$ cat src/rtl/hamming74_frame_decoder.sv
// Hamming(7,4) frame decoder.
// Hunts the demodulated bit stream for the frame sync word, then deserializes
// CW_PER_FRAME codewords, corrects single-bit errors and emits one nibble per
// codeword. A saturating counter tracks how many codewords needed correction.
module hamming74_frame_decoder #(
    parameter logic [15:0] SYNC_WORD    = 16'b1010_1101,
    parameter int          SYNC_LEN     = 8,
    parameter int          CW_PER_FRAME = 4,
    parameter int          ERR_CNT_W    = 8
) (
    input  logic                 sys_clock,
    input  logic                 reset_original,
    input  logic                 io_bit_in,
    input  logic                 io_bit_valid,
    output logic [3:0]           io_output,
    output logic                 io_data_valid,
    output logic                 io_corrected,
    output logic                 io_frame_done,
    output logic                 io_locked,
    output logic [ERR_CNT_W-1:0] io_err_count
);

    typedef enum logic {
        HUNT = 1'b0,
        RECV = 1'b1
    } state_t;

    localparam logic [7:0] LAST_CW = 8'(CW_PER_FRAME - 1);

    state_t                 state_q,   state_d;
    logic [SYNC_LEN-1:0]    sync_q,    sync_d;
    logic [5:0]             cw_q,      cw_d;
    logic [2:0]             bit_cnt_q, bit_cnt_d;
    logic [7:0]             cw_cnt_q,  cw_cnt_d;
    logic [3:0]             out_q,     out_d;
    logic                   dv_q,      dv_d;
    logic                   corr_q,    corr_d;
    logic                   fd_q,      fd_d;
    logic [ERR_CNT_W-1:0]   err_q,     err_d;

    logic [SYNC_LEN:0]      sync_ext;
    logic [SYNC_LEN-1:0]    sync_shift;
    logic [4:0]             dec;

    // Decode a full codeword, vector bit 6 = c1 ... bit 0 = c7.
    // Returns {syndrome_nonzero, d3, d2, d1, d0}.
    function automatic logic [4:0] decode_cw(input logic [6:0] cw);
        logic       s1, s2, s4;
        logic [2:0] syn;
        logic [2:0] idx;
        logic [6:0] fixed;
        s1    = cw[6] ^ cw[4] ^ cw[2] ^ cw[0];
        s2    = cw[5] ^ cw[4] ^ cw[1] ^ cw[0];
        s4    = cw[3] ^ cw[2] ^ cw[1] ^ cw[0];
        syn   = {s4, s2, s1};
        fixed = cw;
        idx   = 3'd7 - syn;
        if (syn != 3'd0) begin
            fixed[idx] = ~fixed[idx];
        end
        // Data bits are c3, c5, c6, c7.
        return {(syn != 3'd0), fixed[4], fixed[2], fixed[1], fixed[0]};
    endfunction

    // Increment that sticks at all-ones instead of wrapping.
    function automatic logic [ERR_CNT_W-1:0] sat_inc(input logic [ERR_CNT_W-1:0] v);
        if (&v) begin
            return v;
        end
        return v + ERR_CNT_W'(1);
    endfunction

    assign sync_ext   = {sync_q, io_bit_in};
    assign sync_shift = sync_ext[SYNC_LEN-1:0];
    assign dec        = decode_cw({cw_q, io_bit_in});

    // Next-state logic: sync hunt, codeword deserialization and decode.
    always_comb begin
        state_d   = state_q;
        sync_d    = sync_q;
        cw_d      = cw_q;
        bit_cnt_d = bit_cnt_q;
        cw_cnt_d  = cw_cnt_q;
        out_d     = out_q;
        dv_d      = 1'b0;
        corr_d    = 1'b0;
        fd_d      = 1'b0;
        err_d     = err_q;

        case (state_q)
            HUNT: begin
                if (io_bit_valid) begin
                    if (sync_shift == SYNC_WORD[SYNC_LEN-1:0]) begin
                        // Clearing the sync register keeps payload bits from
                        // combining with the sync word later on.
                        state_d   = RECV;
                        sync_d    = '0;
                        bit_cnt_d = 3'd0;
                        cw_cnt_d  = 8'd0;
                        cw_d      = 6'd0;
                    end else begin
                        sync_d = sync_shift;
                    end
                end
            end
            RECV: begin
                if (io_bit_valid) begin
                    if (bit_cnt_q == 3'd6) begin
                        out_d     = dec[3:0];
                        dv_d      = 1'b1;
                        corr_d    = dec[4];
                        if (dec[4]) begin
                            err_d = sat_inc(err_q);
                        end
                        bit_cnt_d = 3'd0;
                        cw_d      = 6'd0;
                        if (cw_cnt_q == LAST_CW) begin
                            fd_d     = 1'b1;
                            state_d  = HUNT;
                            cw_cnt_d = 8'd0;
                            sync_d   = '0;
                        end else begin
                            cw_cnt_d = cw_cnt_q + 8'd1;
                        end
                    end else begin
                        cw_d      = {cw_q[4:0], io_bit_in};
                        bit_cnt_d = bit_cnt_q + 3'd1;
                    end
                end
            end
            default: begin
                state_d = HUNT;
            end
        endcase
    end

    // State and output registers with synchronous active-low reset.
    always_ff @(posedge sys_clock) begin
        if (!reset_original) begin
            state_q   <= HUNT;
            sync_q    <= '0;
            cw_q      <= 6'd0;
            bit_cnt_q <= 3'd0;
            cw_cnt_q  <= 8'd0;
            out_q     <= 4'd0;
            dv_q      <= 1'b0;
            corr_q    <= 1'b0;
            fd_q      <= 1'b0;
            err_q     <= '0;
        end else begin
            state_q   <= state_d;
            sync_q    <= sync_d;
            cw_q      <= cw_d;
            bit_cnt_q <= bit_cnt_d;
            cw_cnt_q  <= cw_cnt_d;
            out_q     <= out_d;
            dv_q      <= dv_d;
            corr_q    <= corr_d;
            fd_q      <= fd_d;
            err_q     <= err_d;
        end
    end

    assign io_output     = out_q;
    assign io_data_valid = dv_q;
    assign io_corrected  = corr_q;
    assign io_frame_done = fd_q;
    assign io_locked     = (state_q == RECV);
    assign io_err_count  = err_q;

endmodule

$ cat config.mk
export PLATFORM = sky130hd
export DESIGN_NAME = hamming74_frame_decoder
export DESIGN_NICKNAME = d
export VERILOG_FILES = /design/src/rtl/hamming74_frame_decoder.sv
export SDC_FILE = /design/constraint.sdc
export NUM_CORES = 1
export LEC_CHECK = 0
export CAP_MARGIN = 20
export CORE_UTILIZATION = 60
export CTS_CLUSTER_DIAMETER = 80
export DETAILED_ROUTE_END_ITERATION = 6
export PLACE_DENSITY = 0.9
export SETUP_SLACK_MARGIN = 0.1
export SLEW_MARGIN = 20
export SYNTH_ARGS = -nofsm -noshare
export SYNTH_HDL_FRONTEND = slang
export SYNTH_SLANG_ARGS = --single-unit
$ cat constraint.sdc
create_clock -name sys_clock -period 5.3 [get_ports sys_clock]
set_input_delay 0.53 -clock sys_clock [delete_from_list [all_inputs] [get_ports sys_clock]]
set_output_delay 0.53 -clock sys_clock [all_outputs]
set_load 0.1 [all_outputs]
==> impl_metrics.env <==
export IMPL_area_growth_pct=9.395
export IMPL_clkLatencyLatePin_ps=290
export IMPL_worstMarginPinSlew_ps=968.8
export IMPL_postCtsHoldBufs=0
export IMPL_critPathMaxFanout=21
export IMPL_fin_ws_ps=2597
export IMPL_num_rows=22
export IMPL_start_util_pct=63.43
export IMPL_rsz0062_at_grt="false"
export IMPL_grt_usage_pct=24.49
export IMPL_gp_congestion=0.8590
export IMPL_slew_headroom_pct=35.21
export IMPL_ant_nets=0
export IMPL_skew_ps=4.063
export IMPL_post_route_period_util_pct=51.01
export IMPL_dieHeight_um=64.68
export IMPL_vias=1997
export IMPL_drv_cap=0
export IMPL_required_ps=5510
export IMPL_fmax_mhz=369.9
export IMPL_min_path_type="register to register"
export IMPL_vias_per_cell=6.052
export IMPL_drive_gt1_share_pct=8.865
export IMPL_cts_tree="built"
export IMPL_vdd_drop_max_v=0.0001588
export IMPL_synth_top_cell_by_area="dfxtp_1"
export IMPL_path_class="primary input to register"
export IMPL_cts_sinks=40
export IMPL_ys_ff_latch=40
export IMPL_cpPeakStageDelay_ps=900
export IMPL_htree_levels=2
export IMPL_core_um2=3716
export IMPL_clock_root_buffer="clkbuf_8"
export IMPL_outcome="finished, final reports clean"
export IMPL_antenna_found_initial=0
export IMPL_cts_buffer_depth=2
export IMPL_report_final_slew_viol_count=0
export IMPL_grt_pass1_vias=1840
export IMPL_cp_end_kind="register"
export IMPL_cts_setup_buffers=0
export IMPL_remaining_drc_errors=0
export IMPL_p_leak_nw=0.8905
export IMPL_finalSetupTns_ps=0
export IMPL_syn_nets=280
export IMPL_fin_crit_ps=2703
export IMPL_routed_wl_mm=4.547
export IMPL_routedWlPerCell_um=13.78
export IMPL_fin_nets=288
export IMPL_numCtsBuffers=5
export IMPL_dr_pass1_iters=4
export IMPL_ys_flop_type="dfxtp_1"
export IMPL_dpl_worst_slack_ps=2329
export IMPL_regToRegSetupSlack_ps=2940
export IMPL_grt_pass1_wl_mm=7.941
export IMPL_slowest_stage="clkdlybuf4s50_1"
export IMPL_synth_area_um2=2357
export IMPL_yosysSeqAreaShare_pct=33.97
export IMPL_synth_top_area_share_pct=33.97
export IMPL_dieArea_um2=4184
export IMPL_placed_area_um2=2501
export IMPL_portBuffers=19
export IMPL_diodes=0
export IMPL_fin_area_um2=2579
export IMPL_hold_violations=0
export IMPL_setup_viol=0
export IMPL_dpl_hpwl_mm=3.350
export IMPL_synthArstFlopShare_pct=0
export IMPL_syn_inst=274
export IMPL_top_level_ports=20
export IMPL_die_x_um=64.68
export IMPL_synthTopCellsByArea="dfxtp_1 (34%), nand2_1 (4.5%), nand3_1 (4.5%)"
export IMPL_synth_edf_count=0
export IMPL_synth_cell_types=56
export IMPL_path_cells="clkdlybuf4s50_1, inv_1, nor2_4, o21ai_1, or4_1, a21oi_1"
export IMPL_power_density_nw_per_um2=198.1
export IMPL_syn_area_per_cell_um2=8.603
export IMPL_cts_resized=0
export IMPL_dr_first_iter_drc_count=145
export IMPL_grt_overflow=0
export IMPL_ys_warn_count=0
export IMPL_startpoint_type="primary input"
export IMPL_clkTransAtPathRegs_ps=70
export IMPL_grt_max_degree=22
export IMPL_cp_arrival_ps=2920
## final timing paths
check	endpoint	from	cells after the start
worst max-delay path	io_err_count[3]$_SDFFE_PN0P_	io_bit_valid	6
worst min-delay path	io_output[0]$_SDFFE_PN0P_	io_output[0]$_SDFFE_PN0P_	2
worst max register to register	io_err_count[3]$_SDFFE_PN0P_	cw_q[1]$_SDFFE_PN0P_	5
worst min register to register	io_output[0]$_SDFFE_PN0P_	io_output[0]$_SDFFE_PN0P_	2
## routing by layer
metal  vias to the layer above  track usage (%)  routed length (µm)
met5                         -                0                   0
met4                         0            13.06                  93
met3                        10            5.634                 158
met2                        38            39.87                2170
met1                       946            29.91                2124
li1                       1003                -                   -
## cell usage in the layout, fill, tap and decap left out, types with 4 or more instances in the layout
cell	count
inv_1	7
a21oi_1	20
xnor2_2	4
nor2_1	22
o31ai_1	4
dfxtp_1	40
clkdlybuf4s50_1	19
clkbuf_8	5
xor2_1	11
o21ai_0	10
nand3_1	21
and3_1	4
nor3_1	4
a22oi_1	6
xnor2_1	5
nand4_1	9
o21ai_1	4
nand2_1	28
## worst max-delay path, delay by kind of cell
kind                   cells  cell delay (ps)
AND/OR/NAND/NOR            2              780
buffers and inverters      2             1160
AO/OA/AOI/OAI              2              440
## logic make-up after synthesis
group | count (synthesis) | share of synthesized area, %
flops | 40 | 33.97
simple gates | 118 | 27.76
buf+inv | 25 | 5.626
mux | 4 | 1.752
xor+xnor | 23 | 12.00
compound gates | 62 | 17.84
fa+ha+maj | 2 | 1.061
## registers in the layout, indices dropped and copies added, names as in the netlist
name / flops
bit_cnt_q: 3
cw_cnt_q: 8
cw_q: 6
io_corrected: 1
io_data_valid: 1
io_err_count: 8
io_frame_done: 1
io_locked: 1
io_output: 4
sync_q: 7
## per-stage QoR
| stage | std cells | power (W) | hold slack [ps] | utilization, % |
|---|---|---|---|---|
| final | 330 | 0.0005110 | 462.7 | 69.39 |
| after CTS | 330 | 0.0005151 | 467.5 | 69.39 |
| after detailed placement | 323 | 0.0003330 | 457.8 | 67.31 |
| after floorplan | 274 | 0.0003283 | 431.8 | - |
| after global placement | 323 | 0.0003324 | 444.9 | 67.31 |
| after global routing | 330 | 0.0005323 | 490.8 | 69.39 |
## cell usage after synthesis, types with 2 or more instances
master / n
xor2_1: 11
o21ai_1: 4
a21oi_1: 20
nand3_1: 21
nand2_1: 28
a22o_1: 2
nand3_2: 2
clkbuf_1: 9
mux2i_1: 3
o31ai_1: 4
inv_1: 7
xnor2_2: 4
nor2_1: 22
nor2b_1: 2
a221oi_1: 2
dfxtp_1: 40
or2_1: 2
a31oi_1: 3
nand4_1: 9
a22oi_1: 6
xor2_4: 2
and2_1: 3
or4_1: 3
buf_6: 4
o21ai_0: 10
buf_2: 4
and3_1: 4
nor4_2: 3
nand4b_1: 2
nor4_1: 2
xnor2_1: 5
nand2b_1: 3
ha_1: 2
nor3_1: 4
## area by class of cell
type | count | area [µm²]
clock buffer | 6 | 72.57
tap | 48 | 60.06
inverter | 7 | 26.28
multi-input combinational | 209 | 1424
sequential | 40 | 800.8
timing repair buffer | 19 | 190.2
fill | 292 | 1137
clock inverter | 1 | 5.005
## power by group
part	switching, W	internal, W	leakage [nW]
logic	0.0000171	0.00000722	0.527
registers	0.000000634	0.000301	0.322
clock network	0.0000954	0.0000894	0.0410
total	0.000113	0.000398	0.890
No activity file was read; power rests on OpenSTA's default activity.
